<file path="src/rtl/button_reader.sv">
// Debounced push-button reader: 2-flop sync, stable-count debounce, press/release/short/long pulses.
// Level/pulses valid DEBOUNCE_CYCLES+2 edges after a pin change; no backpressure, pulses are fire-and-forget.
module button_reader #(
  parameter int DEBOUNCE_CYCLES = 270_000,
  parameter int LONG_CYCLES     = 27_000_000,
  parameter bit ACTIVE_LOW      = 1'b1
) (
  input  logic       i_clk,
  input  logic       i_rst_n,
  input  logic       i_btn_in,
  output logic       o_btn_level,
  output logic       o_press_pulse,
  output logic       o_release_pulse,
  output logic       o_short_pulse,
  output logic       o_long_pulse,
  output logic [7:0] o_press_count
);

  localparam int DW = $clog2(DEBOUNCE_CYCLES);
  localparam int HW = $clog2(LONG_CYCLES);
  localparam logic [DW-1:0] DB_LAST   = DW'(DEBOUNCE_CYCLES - 1);
  localparam logic [HW-1:0] HOLD_LAST = HW'(LONG_CYCLES - 1);

  typedef enum logic [1:0] {
    S_IDLE,
    S_PRESSED,
    S_LONG_HELD
  } state_t;

  logic          r_sync1;
  logic          r_sync2;
  logic          r_level;
  logic [DW-1:0] r_db_cnt;
  logic [HW-1:0] r_hold_cnt;
  logic [HW-1:0] w_hold_nxt;
  logic [7:0]    r_press_count;
  state_t        r_state;
  state_t        w_state_nxt;
  logic          r_press_pulse;
  logic          r_release_pulse;
  logic          r_short_pulse;
  logic          r_long_pulse;
  logic          w_press;
  logic          w_release;
  logic          w_short;
  logic          w_long;
  logic          w_pressed;
  logic          w_accept;
  logic          w_rise;
  logic          w_fall;

  // Sync flops idle at the released pin level so a button held through reset is seen as a fresh press.
  always_ff @(posedge i_clk or negedge i_rst_n) begin
    if (!i_rst_n) begin
      r_sync1 <= ACTIVE_LOW;
      r_sync2 <= ACTIVE_LOW;
    end else begin
      r_sync1 <= i_btn_in;
      r_sync2 <= r_sync1;
    end
  end

  assign w_pressed = r_sync2 ^ ACTIVE_LOW;
  assign w_accept  = (w_pressed != r_level) && (r_db_cnt == DB_LAST);
  assign w_rise    = w_accept && !r_level;
  assign w_fall    = w_accept && r_level;

  always_ff @(posedge i_clk or negedge i_rst_n) begin
    if (!i_rst_n) begin
      r_level  <= 1'b0;
      r_db_cnt <= '0;
    end else if (w_pressed == r_level) begin
      r_db_cnt <= '0;
    end else if (w_accept) begin
      r_level  <= ~r_level;
      r_db_cnt <= '0;
    end else begin
      r_db_cnt <= r_db_cnt + 1'b1;
    end
  end

  always_ff @(posedge i_clk or negedge i_rst_n) begin
    if (!i_rst_n) begin
      r_state         <= S_IDLE;
      r_hold_cnt      <= '0;
      r_press_count   <= 8'd0;
      r_press_pulse   <= 1'b0;
      r_release_pulse <= 1'b0;
      r_short_pulse   <= 1'b0;
      r_long_pulse    <= 1'b0;
    end else begin
      r_state         <= w_state_nxt;
      r_hold_cnt      <= w_hold_nxt;
      r_press_pulse   <= w_press;
      r_release_pulse <= w_release;
      r_short_pulse   <= w_short;
      r_long_pulse    <= w_long;
      if (w_press) begin
        r_press_count <= r_press_count + 8'd1;
      end
    end
  end

  // A release on the same edge as the long threshold is treated as a short click.
  always_comb begin
    w_state_nxt = r_state;
    w_hold_nxt  = r_hold_cnt;
    w_press     = 1'b0;
    w_release   = 1'b0;
    w_short     = 1'b0;
    w_long      = 1'b0;
    case (r_state)
      S_IDLE: begin
        if (w_rise) begin
          w_state_nxt = S_PRESSED;
          w_hold_nxt  = '0;
          w_press     = 1'b1;
        end
      end
      S_PRESSED: begin
        if (w_fall) begin
          w_state_nxt = S_IDLE;
          w_release   = 1'b1;
          w_short     = 1'b1;
        end else if (r_hold_cnt == HOLD_LAST) begin
          w_state_nxt = S_LONG_HELD;
          w_long      = 1'b1;
        end else begin
          w_hold_nxt  = r_hold_cnt + 1'b1;
        end
      end
      S_LONG_HELD: begin
        if (w_fall) begin
          w_state_nxt = S_IDLE;
          w_release   = 1'b1;
        end
      end
      default: begin
        w_state_nxt = S_IDLE;
      end
    endcase
  end

  assign o_btn_level     = r_level;
  assign o_press_pulse   = r_press_pulse;
  assign o_release_pulse = r_release_pulse;
  assign o_short_pulse   = r_short_pulse;
  assign o_long_pulse    = r_long_pulse;
  assign o_press_count   = r_press_count;

endmodule

</file>
<file path="config.mk">
export PLATFORM = sky130hd
export DESIGN_NAME = button_reader
export DESIGN_NICKNAME = d
export VERILOG_FILES = /design/src/rtl/button_reader.sv
export SDC_FILE = /design/constraint.sdc
export NUM_CORES = 1
export LEC_CHECK = 0
export CORE_UTILIZATION = 50
export CTS_CLUSTER_DIAMETER = 40
export DETAILED_ROUTE_END_ITERATION = 8
export HOLD_SLACK_MARGIN = 0.1
export PLACE_DENSITY = 0.68
export SETUP_SLACK_MARGIN = 0.1
export SKIP_LAST_GASP = 1
export SYNTH_ARGS = -nofsm -noshare
export SYNTH_HDL_FRONTEND = slang
export SYNTH_SLANG_ARGS = --single-unit
</file>
<file path="constraint.sdc">
create_clock -name i_clk -period 4.6 [get_ports i_clk]
set_clock_uncertainty 0.15 [all_clocks]
set_input_delay 0.92 -clock i_clk [delete_from_list [all_inputs] [get_ports i_clk]]
set_output_delay 0.92 -clock i_clk [all_outputs]
set_load 0.01 [all_outputs]
</file>
==> results_dict.tcl <==
set metrics [dict create \
    drive_gt1_frac 0.0644 \
    cts_sinks 61 \
    setup_viol 0 \
    antenna_found_initial 0 \
    crit_path_end_kind "flop" \
    slew_violations 0 \
    avgSynthCellArea_um2 9.53 \
    synth_area_leaders "dfrtp_1, nor2_1, xor2_1" \
    final_area_mm2 0.00360 \
    use_met2 0.324 \
    reg2reg_from "r_state[1]$_DFFE_PN0P_" \
    die-height_um 82.1 \
    coreArea_mm2 0.00606 \
    cts_buffers 9 \
    total_power_mw 1.06 \
    critical_path_class "flop to flop" \
    cp-start-kind "flop" \
    synth_enable_flop_cells 0 \
    cp_data_required_time_ns 4.63 \
    die_area_mm2 0.00675 \
    dp_cells 416 \
    min_path_type "flop to flop" \
    cts-root-buf "clkbuf_8" \
    ys_seq_area_frac 0.476 \
    cp-startpoint "r_state[1]$_DFFE_PN0P_" \
    async_flop_share 1.00 \
    power.density_mw_per_mm2 295 \
    grt_overflow_total 0 \
    min_period_ns 3.19 \
    top_usage_layer "met2" \
    post-dp-hpwl_um 4490 \
    fill_cells 517 \
    synth_seq_cells 61 \
    grt_max_degree 33 \
    grt_pass1_vias 2330 \
    drt-total-wl_um 6530 \
    area_growth_pct 12.2 \
    synth_top_area_share 0.460 \
    synthCells 337 \
    initial_utilization 0.530 \
    synth_nets 346 \
    cts_resized 0 \
    relSlewSlack 0.409 \
    cts_hold_buf 0 \
    rows 28 \
    status "complete, no violations" \
    fin_cells 432 \
    grt_pass1_wl_um 11100 \
    htreeDepth 3 \
    hold_start "r_sync1$_DFF_PN1_" \
    fin_ws_ns 1.41 \
    clkTransAtPathRegs_ns 0.07 \
    drc_errors 0 \
    viasPerCell 5.90 \
    leakage_nw 1.49 \
    holdWs_ns 0.216 \
    post-place-ws_ns 1.47 \
    io_buffer_count 15 \
    synth_common_cells "dfrtp_1, nor2_1, nand2_1, nand3_1" \
    yosys_warnings 0 \
    place_area_mm2 0.00340 \
    num_vias 2549 \
    nets 361 \
    die-width_um 82.1 \
    maxCapViolCount 0 \
    utilization 0.594 \
    diodes 0 \
    met1_usage 0.312 \
    fin_crit_sh 0.695 \
    syn_area_mm2 0.00321 \
    firstDrtPassIters 4 \
    synth.most_common_cell "dfrtp_1" \
    grt_setup_unrepaired "no" \
    track_usage 0.221 \
    path_max_fanout 22 \
    arrival_ns 3.22 \
    gp_congestion 0.827 \
    pin_count 16 \
    drt_iter0_drc 153 \
    clk_latency_ns 0.34 \
    hold_viol_final 0 \
    wl_per_cell_um 15.1 \
    cts_setup_buffers 0 \
    worst_slew_pin_slew_ns 0.883 \
    cts_max_path_buffers 2 \
    fmax_ghz 0.313 \
    ant_nets 0 \
    setup_tns_ns 0 \
    ys_types 51 \
    synth_top_cell_by_area "dfrtp_1" \
    synth_ff_type "dfrtp_1" \
    grt_util_met3 0.0527 \
    tritoncts "built" \
    ir_worst_vdd_uv 161 \
]
## logic make-up (layout without fill, tap and decap cells)
kind of cell / Yosys count / after routing / share of synthesized area
flops: 61 / 61 / 0.476
mux: 2 / 2 / 0.00662
xor+xnor: 24 / 24 / 0.0655
fa+ha+maj: 6 / 6 / 0.0234
simple gates: 159 / 159 / 0.265
buf+inv: 21 / 41 / 0.0296
compound gates: 64 / 64 / 0.134
## registers in the layout, indices dropped and copies added, names as in the netlist
name / flops
o_release_pulse: 1
r_hold_cnt: 25
r_db_cnt: 19
o_press_count: 8
o_long_pulse: 1
o_press_pulse: 1
r_sync1: 1
r_sync2: 1
o_btn_level: 1
o_short_pulse: 1
r_state: 2
## layer usage
layer	vias up	wire, um
li1	1263	-
met1	1209	3310
met2	67	2790
met3	10	329
met4	0	100
met5	-	0
## cell type report
| class | instances | area, um2 | area share |
|---|---|---|---|
| multi-input combinational | 255 | 1590 | 0.440 |
| sequential | 61 | 1530 | 0.424 |
| clock buffer | 15 | 176 | 0.0490 |
| timing repair buffer | 16 | 153 | 0.0424 |
| tap | 75 | 93.8 | 0.0261 |
| inverter | 9 | 33.8 | 0.00938 |
| clock inverter | 1 | 30.0 | 0.00834 |
## path summary, 6_finish.rpt
kind / to / slack [ns] / cells past startpoint
worst max-delay path: r_hold_cnt[7]$_DFFE_PN0P_ / 1.41 / 7
worst min-delay path: r_sync2$_DFF_PN1_ / 0.22 / 0
worst max register to register: r_hold_cnt[7]$_DFFE_PN0P_ / 1.41 / 7
worst min register to register: r_sync2$_DFF_PN1_ / 0.22 / 0
max in group asynchronous: r_db_cnt[18]$_DFF_PN0_ / 3.01 / 2
min in group asynchronous: r_hold_cnt[21]$_DFFE_PN0P_ / 0.44 / 1
## worst max-delay path, stage by stage, from the launching register on
cell     delay (ns)
dfrtp_1        0.40
inv_1          0.08
ha_1           0.66
inv_1          0.40
a31oi_1        0.30
nor2_1         0.25
nor2_1         0.62
a31oi_1        0.18
## power by group
group / total [mW] / internal, mW / switching, mW
clock network: 0.500 / 0.296 / 0.204
logic: 0.0195 / 0.00436 / 0.0151
registers: 0.543 / 0.540 / 0.00305
total: 1.06 / 0.840 / 0.222
## cells in the final DEF, fill, tap and decap left out, types with 2 or more instances in the layout
| cell type | count |
|---|---|
| or3_1 | 3 |
| o21ai_0 | 10 |
| a21o_1 | 3 |
| inv_1 | 9 |
| o22a_1 | 2 |
| a21oi_1 | 8 |
| nand2_1 | 30 |
| clkdlybuf4s50_1 | 14 |
| or4_1 | 4 |
| and4_1 | 6 |
| and2_1 | 3 |
| xor2_1 | 15 |
| nand3_1 | 23 |
| ha_1 | 6 |
| xnor2_1 | 9 |
| nand2b_1 | 4 |
| nand3b_1 | 2 |
| clkbuf_1 | 3 |
| dfrtp_1 | 59 |
| a21boi_0 | 3 |
| a211oi_1 | 2 |
| nor2_1 | 39 |
| dfstp_2 | 2 |
| nor2b_1 | 2 |
| nor4_1 | 6 |
| nand4_1 | 8 |
| and3_1 | 10 |
| a31oi_1 | 12 |
| a2bb2oi_1 | 3 |
| clkbuf_8 | 12 |
| o31ai_1 | 15 |
| nor3_1 | 8 |
Power figures use the tool's default switching activity.
